**src/rtl/mips_mem_pkg.sv**
```systemverilog
// -----------------------------------------------------------------------------
// mips_mem_pkg
// Shared definitions for the MEM-stage data memory access block:
//   - size_e   : datasize encodings (00 byte, 01 half, 10 reserved, 11 word)
//   - state_e  : access FSM state encodings (IDLE, BUS, DONE)
//   - BE_*     : big-endian byte-enable constants (bit 3 = byte offset 0)
//   - helpers  : size normalisation, byte-enable and store-lane replication,
//                alignment test (used only when MEM_ALIGN_CHECK_EN is defined)
// No ports (package).
// -----------------------------------------------------------------------------
package mips_mem_pkg;

  typedef enum logic [1:0] {
    SZ_BYTE = 2'b00,
    SZ_HALF = 2'b01,
    SZ_RSVD = 2'b10,
    SZ_WORD = 2'b11
  } size_e;

  typedef enum logic [1:0] {
    ST_IDLE = 2'b00,
    ST_BUS  = 2'b01,
    ST_DONE = 2'b10
  } state_e;

  localparam logic [3:0] BE_NONE    = 4'b0000;
  localparam logic [3:0] BE_BYTE0   = 4'b1000;
  localparam logic [3:0] BE_HALF_HI = 4'b1100;
  localparam logic [3:0] BE_HALF_LO = 4'b0011;
  localparam logic [3:0] BE_WORD    = 4'b1111;

  // The reserved encoding behaves exactly like a word access.
  function automatic size_e norm_size(input logic [1:0] ds);
    size_e sz;
    case (ds)
      2'b00:   sz = SZ_BYTE;
      2'b01:   sz = SZ_HALF;
      default: sz = SZ_WORD;
    endcase
    return sz;
  endfunction

  // Lane enables; unaligned low address bits are simply truncated here.
  function automatic logic [3:0] byte_enable(input size_e sz, input logic [1:0] off);
    logic [3:0] be;
    case (sz)
      SZ_BYTE: be = BE_BYTE0 >> off;
      SZ_HALF: be = off[1] ? BE_HALF_LO : BE_HALF_HI;
      default: be = BE_WORD;
    endcase
    return be;
  endfunction

  // Store data is right-justified in rt; copy it onto every lane so the
  // byte enables alone pick the target bytes.
  function automatic logic [31:0] replicate_wdata(input size_e sz, input logic [31:0] sd);
    logic [31:0] w;
    case (sz)
      SZ_BYTE: w = {4{sd[7:0]}};
      SZ_HALF: w = {2{sd[15:0]}};
      default: w = sd;
    endcase
    return w;
  endfunction

  function automatic logic is_misaligned(input size_e sz, input logic [1:0] off);
    logic mis;
    case (sz)
      SZ_BYTE: mis = 1'b0;
      SZ_HALF: mis = off[0];
      default: mis = (off != 2'b00);
    endcase
    return mis;
  endfunction

endpackage

```
**src/rtl/data_mem_access_if.sv**
```systemverilog
// -----------------------------------------------------------------------------
// data_mem_access_if
// Word-memory request/response bus between data_mem_access and the memory.
//   bus_req   : access request, held while the access is outstanding
//   bus_we    : 1 = store, 0 = load
//   bus_addr  : word-aligned byte address
//   bus_be    : big-endian byte enables (bit 3 = byte offset 0)
//   bus_wdata : store data, replicated across lanes
//   bus_rdata : load word returned by memory
//   bus_ack   : response strobe, one cycle
// Modports: master (access unit side), slave (memory side).
// -----------------------------------------------------------------------------
interface data_mem_access_if;

  logic        bus_req;
  logic        bus_we;
  logic [31:0] bus_addr;
  logic [3:0]  bus_be;
  logic [31:0] bus_wdata;
  logic [31:0] bus_rdata;
  logic        bus_ack;

  modport master (
    output bus_req, bus_we, bus_addr, bus_be, bus_wdata,
    input  bus_rdata, bus_ack
  );

  modport slave (
    input  bus_req, bus_we, bus_addr, bus_be, bus_wdata,
    output bus_rdata, bus_ack
  );

endinterface

```
**src/rtl/load_align.sv**
```systemverilog
// -----------------------------------------------------------------------------
// load_align
// Combinational load lane selection and extension (big-endian lanes).
//   word        : 32-bit word read from memory
//   offset      : byte offset addr[1:0] of the access
//   size        : access width (reserved encoding treated as word)
//   is_unsigned : 1 = zero-extend, 0 = sign-extend
//   data        : extended, right-justified load result
// -----------------------------------------------------------------------------
module load_align
  import mips_mem_pkg::*;
(
  input  logic [31:0] word,
  input  logic [1:0]  offset,
  input  size_e       size,
  input  logic        is_unsigned,
  output logic [31:0] data
);

  logic [7:0]  lane_byte;
  logic [15:0] lane_half;

  // Pick the addressed byte/half, then extend according to width and signedness.
  always_comb begin
    lane_byte = 8'h00;
    lane_half = 16'h0000;
    data      = 32'h0000_0000;

    case (offset)
      2'b00:   lane_byte = word[31:24];
      2'b01:   lane_byte = word[23:16];
      2'b10:   lane_byte = word[15:8];
      2'b11:   lane_byte = word[7:0];
      default: lane_byte = 8'h00;
    endcase

    if (offset[1]) begin
      lane_half = word[15:0];
    end else begin
      lane_half = word[31:16];
    end

    case (size)
      SZ_BYTE: begin
        if (is_unsigned) begin
          data = {24'h00_0000, lane_byte};
        end else begin
          data = {{24{lane_byte[7]}}, lane_byte};
        end
      end
      SZ_HALF: begin
        if (is_unsigned) begin
          data = {16'h0000, lane_half};
        end else begin
          data = {{16{lane_half[15]}}, lane_half};
        end
      end
      SZ_RSVD: data = word;
      SZ_WORD: data = word;
      default: data = word;
    endcase
  end

endmodule

```
**src/rtl/data_mem_access.sv**
```systemverilog
// -----------------------------------------------------------------------------
// data_mem_access
// MEM-stage data memory access unit: turns a load/store request into one
// word-bus transaction, stalls the pipeline while it is pending and returns
// the extended load result with a one-cycle done pulse.
// Parameter:
//   MAX_WAIT    : BUS cycles without ack tolerated before a timeout (bus_err)
// Ports:
//   clk, reset  : clock, synchronous active-high reset
//   mem_read    : load request          mem_write  : store request (wins)
//   datasize    : 00 byte, 01 half, 1x word
//   is_unsigned : zero-extend loads     addr       : byte address
//   store_data  : right-justified store value
//   load_data   : extended load result, valid while done=1, else 0
//   stall       : pipeline freeze while the access is pending
//   done        : one-cycle completion pulse
//   bus_err     : timeout, pulses with done
//   align_err   : misaligned access, pulses with done
//   bus         : data_mem_access_if master modport (word-memory bus)
// Configuration:
//   MEM_ALIGN_CHECK_EN : when defined, misaligned half/word accesses skip the
//                        bus and report align_err; otherwise align_err is 0
//                        and unused low address bits are truncated.
// -----------------------------------------------------------------------------
module data_mem_access
  import mips_mem_pkg::*;
#(
  parameter int MAX_WAIT = 15
) (
  input  logic                     clk,
  input  logic                     reset,
  input  logic                     mem_read,
  input  logic                     mem_write,
  input  logic [1:0]               datasize,
  input  logic                     is_unsigned,
  input  logic [31:0]              addr,
  input  logic [31:0]              store_data,
  output logic [31:0]              load_data,
  output logic                     stall,
  output logic                     done,
  output logic                     bus_err,
  output logic                     align_err,
  data_mem_access_if.master        bus
);

  localparam int                WAIT_W     = (MAX_WAIT < 2) ? 1 : $clog2(MAX_WAIT + 1);
  localparam logic [WAIT_W-1:0] WAIT_LIMIT = WAIT_W'(MAX_WAIT);

  state_e            state_q,     state_d;
  logic [WAIT_W-1:0] wait_q,      wait_d;
  logic              we_q,        we_d;
  size_e             size_q,      size_d;
  logic              uns_q,       uns_d;
  logic [1:0]        off_q,       off_d;
  logic [29:0]       waddr_q,     waddr_d;
  logic [3:0]        be_q,        be_d;
  logic [31:0]       wdata_q,     wdata_d;
  logic              done_q,      done_d;
  logic              bus_err_q,   bus_err_d;
  logic              align_err_q, align_err_d;
  logic [31:0]       load_data_q, load_data_d;

  logic              busy;
  logic              misaligned;
  size_e             req_size;
  logic [31:0]       aligned_data;

  assign req_size = norm_size(datasize);

  // Misalignment is only detected when the check is built in.
  always_comb begin
`ifdef MEM_ALIGN_CHECK_EN
    misaligned = is_misaligned(req_size, addr[1:0]);
`else
    misaligned = 1'b0;
`endif
  end

  load_align u_load_align (
    .word        (bus.bus_rdata),
    .offset      (off_q),
    .size        (size_q),
    .is_unsigned (uns_q),
    .data        (aligned_data)
  );

  // Next-state and completion flags; status flags are set on entry to DONE.
  always_comb begin
    state_d     = state_q;
    wait_d      = wait_q;
    we_d        = we_q;
    size_d      = size_q;
    uns_d       = uns_q;
    off_d       = off_q;
    waddr_d     = waddr_q;
    be_d        = be_q;
    wdata_d     = wdata_q;
    done_d      = 1'b0;
    bus_err_d   = 1'b0;
    align_err_d = 1'b0;
    load_data_d = 32'h0000_0000;
    busy        = 1'b0;

    case (state_q)
      ST_IDLE: begin
        if (mem_read || mem_write) begin
          busy    = 1'b1;
          we_d    = mem_write;
          size_d  = req_size;
          uns_d   = is_unsigned;
          off_d   = addr[1:0];
          waddr_d = addr[31:2];
          be_d    = byte_enable(req_size, addr[1:0]);
          wdata_d = replicate_wdata(req_size, store_data);
          wait_d  = {WAIT_W{1'b0}};
          if (misaligned) begin
            state_d     = ST_DONE;
            done_d      = 1'b1;
            align_err_d = 1'b1;
          end else begin
            state_d = ST_BUS;
          end
        end else begin
          state_d = ST_IDLE;
        end
      end

      ST_BUS: begin
        busy = 1'b1;
        // An ack in the limit cycle still counts as success.
        if (bus.bus_ack) begin
          state_d = ST_DONE;
          done_d  = 1'b1;
          wait_d  = {WAIT_W{1'b0}};
          if (we_q) begin
            load_data_d = 32'h0000_0000;
          end else begin
            load_data_d = aligned_data;
          end
        end else if (wait_q == WAIT_LIMIT) begin
          state_d   = ST_DONE;
          done_d    = 1'b1;
          bus_err_d = 1'b1;
          wait_d    = {WAIT_W{1'b0}};
        end else begin
          wait_d = wait_q + WAIT_W'(1);
        end
      end

      ST_DONE: begin
        state_d = ST_IDLE;
      end

      default: begin
        state_d = ST_IDLE;
      end
    endcase
  end

  // State, operand and status registers with synchronous reset.
  always_ff @(posedge clk) begin
    if (reset) begin
      state_q     <= ST_IDLE;
      wait_q      <= {WAIT_W{1'b0}};
      we_q        <= 1'b0;
      size_q      <= SZ_BYTE;
      uns_q       <= 1'b0;
      off_q       <= 2'b00;
      waddr_q     <= 30'h0000_0000;
      be_q        <= BE_NONE;
      wdata_q     <= 32'h0000_0000;
      done_q      <= 1'b0;
      bus_err_q   <= 1'b0;
      align_err_q <= 1'b0;
      load_data_q <= 32'h0000_0000;
    end else begin
      state_q     <= state_d;
      wait_q      <= wait_d;
      we_q        <= we_d;
      size_q      <= size_d;
      uns_q       <= uns_d;
      off_q       <= off_d;
      waddr_q     <= waddr_d;
      be_q        <= be_d;
      wdata_q     <= wdata_d;
      done_q      <= done_d;
      bus_err_q   <= bus_err_d;
      align_err_q <= align_err_d;
      load_data_q <= load_data_d;
    end
  end

  // Stall is combinational so the request cycle itself is frozen; it is
  // masked while reset is held so a reset never looks like a pending access.
  assign stall     = busy & ~reset;
  assign done      = done_q;
  assign bus_err   = bus_err_q;
  assign align_err = align_err_q;
  assign load_data = load_data_q;

  // Bus fields are only driven while a request is outstanding.
  assign bus.bus_req   = (state_q == ST_BUS);
  assign bus.bus_we    = (state_q == ST_BUS) ? we_q : 1'b0;
  assign bus.bus_addr  = (state_q == ST_BUS) ? {waddr_q, 2'b00} : 32'h0000_0000;
  assign bus.bus_be    = (state_q == ST_BUS) ? be_q : BE_NONE;
  assign bus.bus_wdata = (state_q == ST_BUS) ? wdata_q : 32'h0000_0000;

endmodule
```
**src/flat_wrapper.sv**
```systemverilog
// flat-port wrapper written by rule: the top's interface ports become plain ports
module data_mem_access_flat import mips_mem_pkg::*;
#(
  parameter int MAX_WAIT = 15
)
  (clk, reset, mem_read, mem_write, datasize, is_unsigned, addr, store_data, load_data, stall, done, bus_err, align_err, bus_bus_req, bus_bus_we, bus_bus_addr, bus_bus_be, bus_bus_wdata, bus_bus_rdata, bus_bus_ack);
  data_mem_access_if bus_i ();
  input  logic clk;
  input  logic reset;
  input  logic mem_read;
  input  logic mem_write;
  input  logic [1:0] datasize;
  input  logic is_unsigned;
  input  logic [31:0] addr;
  input  logic [31:0] store_data;
  output logic [31:0] load_data;
  output logic stall;
  output logic done;
  output logic bus_err;
  output logic align_err;
  output wire logic [$bits(bus_i.bus_req)-1:0] bus_bus_req;
  output wire logic [$bits(bus_i.bus_we)-1:0] bus_bus_we;
  output wire logic [$bits(bus_i.bus_addr)-1:0] bus_bus_addr;
  output wire logic [$bits(bus_i.bus_be)-1:0] bus_bus_be;
  output wire logic [$bits(bus_i.bus_wdata)-1:0] bus_bus_wdata;
  input wire logic [$bits(bus_i.bus_rdata)-1:0] bus_bus_rdata;
  input wire logic [$bits(bus_i.bus_ack)-1:0] bus_bus_ack;
  assign bus_bus_req = bus_i.bus_req;
  assign bus_bus_we = bus_i.bus_we;
  assign bus_bus_addr = bus_i.bus_addr;
  assign bus_bus_be = bus_i.bus_be;
  assign bus_bus_wdata = bus_i.bus_wdata;
  assign bus_i.bus_rdata = bus_bus_rdata;
  assign bus_i.bus_ack = bus_bus_ack;
  data_mem_access #(.MAX_WAIT(MAX_WAIT)) u_core (.clk(clk), .reset(reset), .mem_read(mem_read), .mem_write(mem_write), .datasize(datasize), .is_unsigned(is_unsigned), .addr(addr), .store_data(store_data), .load_data(load_data), .stall(stall), .done(done), .bus_err(bus_err), .align_err(align_err), .bus(bus_i));
endmodule
```
**config.mk**
```make
export PLATFORM = sky130hd
export DESIGN_NAME = data_mem_access_flat
export DESIGN_NICKNAME = d
export VERILOG_FILES = /design/src/rtl/mips_mem_pkg.sv /design/src/rtl/data_mem_access_if.sv /design/src/rtl/load_align.sv /design/src/rtl/data_mem_access.sv /design/src/flat_wrapper.sv
export SDC_FILE = /design/constraint.sdc
export NUM_CORES = 1
export LEC_CHECK = 0
export BUFFER_PORTS_ARGS = -buffer_cell sky130_fd_sc_hd__buf_2
export CAP_MARGIN = 15
export CORE_MARGIN = 4
export CORE_UTILIZATION = 50
export CTS_BUF_LIST = sky130_fd_sc_hd__clkbuf_4
export CTS_CLUSTER_SIZE = 28
export DETAILED_ROUTE_END_ITERATION = 8
export GPL_TIMING_DRIVEN = 0
export PLACE_DENSITY = 0.81
export SYNTH_ARGS = -nofsm -noshare
export SYNTH_HDL_FRONTEND = slang
export SYNTH_SLANG_ARGS = --single-unit
```
**constraint.sdc**
```tcl
create_clock -name clk -period 1.8 [get_ports clk]
set_input_delay 0.09 -clock clk [delete_from_list [all_inputs] [get_ports clk]]
set_output_delay 0.09 -clock clk [all_outputs]
set_load 0.02 [all_outputs]
```
==> results of run 1 <==
tightest hold or removal path, stage by stage:
cell and delay, ps:
buf_2 90, nand2b_1 130, o2111ai_1 100, a21oi_1 70
stage by stage:
stage | hold WS (ps) | cells
finish | 25.09 | 1120
global placement | 344.6 | 1012
floorplan | 168.5 | 668
detailed placement | 349.5 | 1012
global route | 17.96 | 1120
CTS | 3.113 | 1119
logic make-up after synthesis:
logic type               Yosys count
other                              1
flip-flops                       112
adder cells (fa/ha/maj)            1
AND/OR/NAND/NOR                  214
AO/OA/AOI/OAI                    239
multiplexers                      18
buffers and inverters             81
final cells by class:
cell class | count | area share, %
antenna | 2 | 0.06104
buffer | 76 | 4.807
clock buffer | 11 | 1.007
clock inverter | 5 | 0.4120
inverter | 4 | 0.2442
multi-input combinational | 475 | 37.95
sequential | 112 | 27.41
tap | 140 | 2.136
timing repair buffer | 295 | 25.97
final timing paths:
kind | endpoint | cells past startpoint
max reg2reg | u_core.waddr_q[24] | 5
min reg2reg | u_core.waddr_q[25] | 2
max | bus_bus_addr[16] | 6
min | u_core.wdata_q[28] | 4
power groups by stage:
| stage | sequential, uW | combinational [uW] | clock [uW] |
|---|---|---|---|
| after floorplan | 2790 | 905 | 0 |
| after global routing | 2770 | 1840 | 1240 |
| final | 2750 | 1710 | 1160 |
| after detailed placement | 2790 | 1380 | 0 |
| after global placement | 2780 | 1370 | 0 |
| after CTS | 2740 | 1650 | 1170 |
placed cells by master, fill, tap and decap left out, drive strengths merged, types with 2 or more instances in the layout:
cell         synthesis  routed
a311oi              10      10
nor2b                3       3
dlygate4sd3          0      86
o2111ai              8       8
buf                 28     234
or2                  3       3
nor3b                8       8
and2                75      75
nand3b              17      17
nand2               13      13
a31oi               12      12
o21a                 7       7
mux2i                8       8
nand2b              26      26
clkbuf              49      61
nor3                 4       4
o21ai               80      80
a222oi               7       7
mux2                 9       9
dfxtp              112     112
diode                0       2
a21oi               85      85
conb                 1       3
inv                  4       4
clkinvlp             0       4
a211oi              13      13
nor2                 7       7
o22ai               15      15
nand3               52      52
sequential cells by signal, summed over array words and instances (netlist names):
| name | cells |
|---|---|
| u_core.wdata_q | 32 |
| u_core.off_q | 2 |
| u_core.done | 1 |
| u_core.load_data | 32 |
| u_core.waddr_q | 30 |
| u_core.wait_q | 4 |
| u_core.state_q | 2 |
| u_core.bus_err | 1 |
| u_core.be_q | 4 |
| u_core.uns_q | 1 |
| u_core.size_q | 2 |
| u_core.we_q | 1 |
repair_timing:
action                                 4_1_cts  5_1_grt
buffers inserted                             2        0
hold buffers                                86        0
setup endpoints to repair                   68       82
cloned                                       3        0
pin swaps                                   19        0
gates resized for setup                    104        5
endpoints found under the hold margin       90        0
metal layers:
| metal | vias up | GRT usage (%) | wire, um |
|---|---|---|---|
| li1 | 3005 | - | - |
| met1 | 3001 | 35.70 | 7668 |
| met2 | 417 | 50.55 | 9704 |
| met3 | 108 | 8.087 | 2042 |
| met4 | 0 | 15.91 | 1066 |
| met5 | - | 0 | 0 |
==> results.toml, run 1 <==
[status]
status = "complete, no violations"

[cells_and_area]
post-route-cell-area_um2 = 8199
multi_input_area_um2 = 3112
nFillCells = 817
layout-drive-gt1-share_pct = 33.13
fin_nets = 1078
fin_util_pct = 74.98
syn2layout_area_growth_pct = 45.07
seq_area_um2 = 2247

[floorplanning]
coreArea_um2 = 10940
die_h_um = 114.3
num_rows = 38
num_io_pins = 210
start_util_pct = 51.68
chipWidth_um = 114.3
dieArea_um2 = 13070

[power]
power_frac_seq_pct = 48.9
ir_drop_mv = 0.5776
switchingPower_uw = 1900
intPower_uw = 3714
p_per_area_nw_per_um2 = 684.7
clockPowerShare_pct = 20.6
p_comb_share_pct = 30.5
p_sw_share_pct = 33.84
leakage_uw = 0.003467
total_power_uw = 5614

[yosys]
yosys-top-cells-area = "dfxtp_1, and2_1, a21oi_1"
synth_top_area_share_pct = 39.67
ys_types = 50
yosys.area_share.xor_xnor_pct = 0
syn_inst = 666
synth.largest_area_cell = "dfxtp_1"
synth.most_common_cell = "dfxtp_1"
synth.avg_cell_area_um2 = 8.486
synthesis.area_um2 = 5652
ys_async_sr_fraction_pct = 0
synthMuxAreaShare_pct = 3.609
synth_top_family_by_area = "compound AO/OA/AOI/OAI gates"
netlist_top_cells_count = "dfxtp_1, a21oi_1, o21ai_0, and2_1, nand3_1"
ys_seq_elements = 112
synth_compound_area_share_pct = 26.85
synth_edf_count = 0
yosysSeqAreaShare_pct = 39.67
yosys_most_used_dff = "dfxtp_1"
ys_warn_count = 0
synthAdderAreaFrac_pct = 0.2214
yosys.area_share.simple_pct = 22.98

[sta]
worst_pin_slew_ps = 647.2
fin_ws_ps = 50.72
fin_crit_ps = 1749
slew_headroom_pct = 56.74
rsz0062_at_grt = "false"
fmax_ghz = 0.5717
setup_violations = 0
finalCritPeriodShare_pct = 97.18
slew_violations = 0
setup_tns_ps = 0
fin_skew_ps = 16.94
hold_viol_final = 0

[critical_path]
cp_slowest_stage_delay_ps = 440
crit_chain = "nand2b_4 -> inv_6 -> buf_8 -> clkbuf_8 -> and2_4 -> buf_6"
slowest_stage = "dfxtp_4"
crit_buf_inv = 4
critPathLaunchType = "flip-flop"
crit_arrival_ps = 1660
path_class = "flip-flop to output port"
reg2reg_from = "u_core.state_q[1]"
crit_path_end_kind = "output port"
rrSetupSlack_ps = 70
critPathTopFamily = "buffers and inverters"
path_max_fanout = 7
cp-startpoint = "u_core.state_q[0]"
required_ps = 1710

[place]
io_buffers = 204
post-place-ws_ps = 72.08
placed_area_um2 = 6855
gp_congestion = 0.9207
dp.final_hpwl_um = 13160

[clock_network]
root_buffer = "clkbuf_4"
path_clk_slew_ps = 180
clock_path_buffers = 2
clock_latency_ps = 480
cts-buffers-inserted = 9
cts.sinks = 112
cts_tree = "built"
htreeDepth = 3

[worst_hold_path]
hold_class = "input pin to flip-flop"
worstHoldStart = "store_data[28]"

[detailed_routing]
dr.pass1.iters = 6
drc = 0
wirelength_um = 20480
first_iter_violations = 712
ant_nets = 0
avgViaCountPerCell = 5.831
avgRoutedWirePerCell_um = 18.29
vias = 6531

[global_route]
grt_pass1_wl_um = 31760
grt_pass1_vias = 6341
grt_max_degree = 18
antenna_found_initial = 2
overflow = 0
grtUsageTotal_pct = 30.34

[flow_run]
maxCapViolCount = 0
No activity file was read; power rests on OpenSTA's default activity.
==> inputs of run 2 (changes only) <==
==> constraint.sdc (replaced) <==
create_clock -name clk -period 1.8 [get_ports clk]
set_input_delay 0.36 -clock clk [delete_from_list [all_inputs] [get_ports clk]]
set_output_delay 0.36 -clock clk [all_outputs]
set_load 0.02 [all_outputs]
==> run 2 against run 1 <==
Compared with the run above:
- worst hold slack improved by 89 ps
- clock power about the same
- flip-flop and latch count unchanged
- first-iteration DRC count decreased by 25%
- highest routed layer unchanged
- global-route usage decreased by 3.5 points
- critical endpoint is now bus_bus_addr[9]
- sequential share of layout area increased by 2.3 points
- non-clock buffer count decreased by 82
- cell count decreased by 7.5%
- register-to-register slack improved by 50 ps
- via count decreased by 8.7%
- the flow now finishes with violations (setup timing)
==> results.toml, run 2 (synthesis gave the netlist of run 1 again) <==
[status]
status = "finished with violations"
violations = "setup timing"

[floorplanning]
die_h_um = 114.3
chipWidth_um = 114.3
dieArea_um2 = 13070
num_rows = 38
start_util_pct = 51.68
coreArea_um2 = 10940
num_io_pins = 210

[sta]
finalCritPeriodShare_pct = 111.8
fin_skew_ps = 16.97
setup_violations = 69
fin_ws_ps = -212.3
worst_pin_slew_ps = 648.2
slew_violations = 0
fin_crit_ps = 2012
slew_headroom_pct = 56.67
rsz0062_at_grt = "true"
fmax_ghz = 0.4969
hold_viol_final = 0

[clock_network]
htreeDepth = 3
clock_latency_ps = 480
root_buffer = "clkbuf_4"
cts-buffers-inserted = 9
cts.sinks = 112
path_clk_slew_ps = 180
hold_buffers = 0
cts_tree = "built"
clock_path_buffers = 2

[power]
total_power_uw = 5510
p_per_area_nw_per_um2 = 727.8
leakage_uw = 0.003172
ir_drop_mv = 0.6568

[global_route]
overflow = 0
grt_pass1_vias = 5678
grt_pass1_wl_um = 28320
grt_max_degree = 18
grtUsageTotal_pct = 26.87
antenna_found_initial = 0

[detailed_routing]
avgRoutedWirePerCell_um = 17.57
vias = 5966
first_iter_violations = 531
wirelength_um = 18200
drc = 0
dr.pass1.iters = 8
ant_nets = 0
avgViaCountPerCell = 5.759

[place]
gp_congestion = 0.9207
dpl.cell_count = 1012
io_buffers = 204
placed_area_um2 = 6855
dp.final_hpwl_um = 13160

[critical_path]
path_class = "flip-flop to output port"
crit_arrival_ps = 1650
crit_path_end_kind = "output port"
path_max_fanout = 7
reg2reg_depth = 5
critPathLaunchType = "flip-flop"
crit_chain = "nand2b_4 -> clkinv_8 -> buf_12 -> buf_8 -> and2_4 -> buf_6"
required_ps = 1440
slowest_stage = "dfxtp_4"
cp_slowest_stage_delay_ps = 410

[cells_and_area]
diodes = 0
post-route-cell-area_um2 = 7571
nFillCells = 939
layout_commonest_cell = "buf_2"
layout_common_cells = "buf_2, dfxtp_1, a21oi_1"
fin_cells = 1036
fin_nets = 996
syn2layout_area_growth_pct = 33.96
layout-drive-gt1-share_pct = 38.06

[worst_hold_path]
hold_class = "input pin to flip-flop"
hold-path-cell-count = 3

[flow_run]
maxCapViolCount = 0
==> run 2: changes by cell type in the layout (fill, tap and decap cells not counted), sizes merged <==
cell / before / now
clkinv: 1 / 2
bufbuf: 1 / 0
diode: 2 / 0
clkbuf: 61 / 55
inv: 4 / 3
buf: 234 / 245
dlygate4sd3: 86 / 0
==> run 2: cell type report <==
cell class | instances | area [um2] | area share [%]
plain buffers | 75 | 395.4 | 5.222
clock buffers | 11 | 82.58 | 1.091
clock inverters | 5 | 33.78 | 0.4462
inverters | 4 | 27.53 | 0.3636
multi-input cells | 475 | 3142 | 41.50
flip-flops and latches | 112 | 2247 | 29.68
well taps | 140 | 175.2 | 2.314
repair buffers | 214 | 1468 | 19.39
==> run 2: final timing paths <==
check / endpoint / slack (ps) / start
setup / recovery: bus_bus_addr[9] / -210 / u_core.state_q[0]
hold / removal: u_core.waddr_q[3] / 110 / addr[5]
hold reg to reg: u_core.waddr_q[3] / 490 / u_core.waddr_q[3]
setup reg to reg: u_core.waddr_q[24] / 120 / u_core.state_q[1]
==> run 2: worst max-delay path: cells and delay by family, from the launching register on <==
kind | cells | cell delay [ps]
buffers and inverters | 4 | 500
DFF | 1 | 410
and+or+nand+nor | 2 | 250
==> run 2: through the flow <==
stage / setup TNS (ps) / hold slack [ps] / setup slack (ps) / utilization (%)
global route: -16940 / 92.65 / -274.4 / 69.23
global placement: -4647 / 457.3 / -206.0 / 62.69
CTS: -17350 / 86.32 / -304.3 / 68.88
detailed placement: -5064 / 461.9 / -197.9 / 62.69
finish: -12270 / 114.1 / -212.3 / 69.23
floorplan: 0 / 438.5 / 94.23 / -
==> run 2: layer usage <==
metal | global-route usage, % | wire length (um) | vias up
met4 | 8.472 | 457 | 0
li1 | - | - | 2843
met5 | 0 | 0 | -
met1 | 32.61 | 7140 | 2791
met2 | 45.59 | 8906 | 291
met3 | 8.192 | 1697 | 41
==> run 2: power by group <==
group          switching (uW)  leakage [uW]  internal [uW]
Clock                     839     0.0000528            310
Sequential               88.3      0.000920           2660
Combinational             926       0.00220            689
Total                    1850       0.00317           3660
==> run 2: timing repair <==
item                       CTS  global route
cloned                       4             0
pin swaps                   27             7
setup endpoints to repair   69            83
setup buffers                5             2
gates resized for setup    160            20
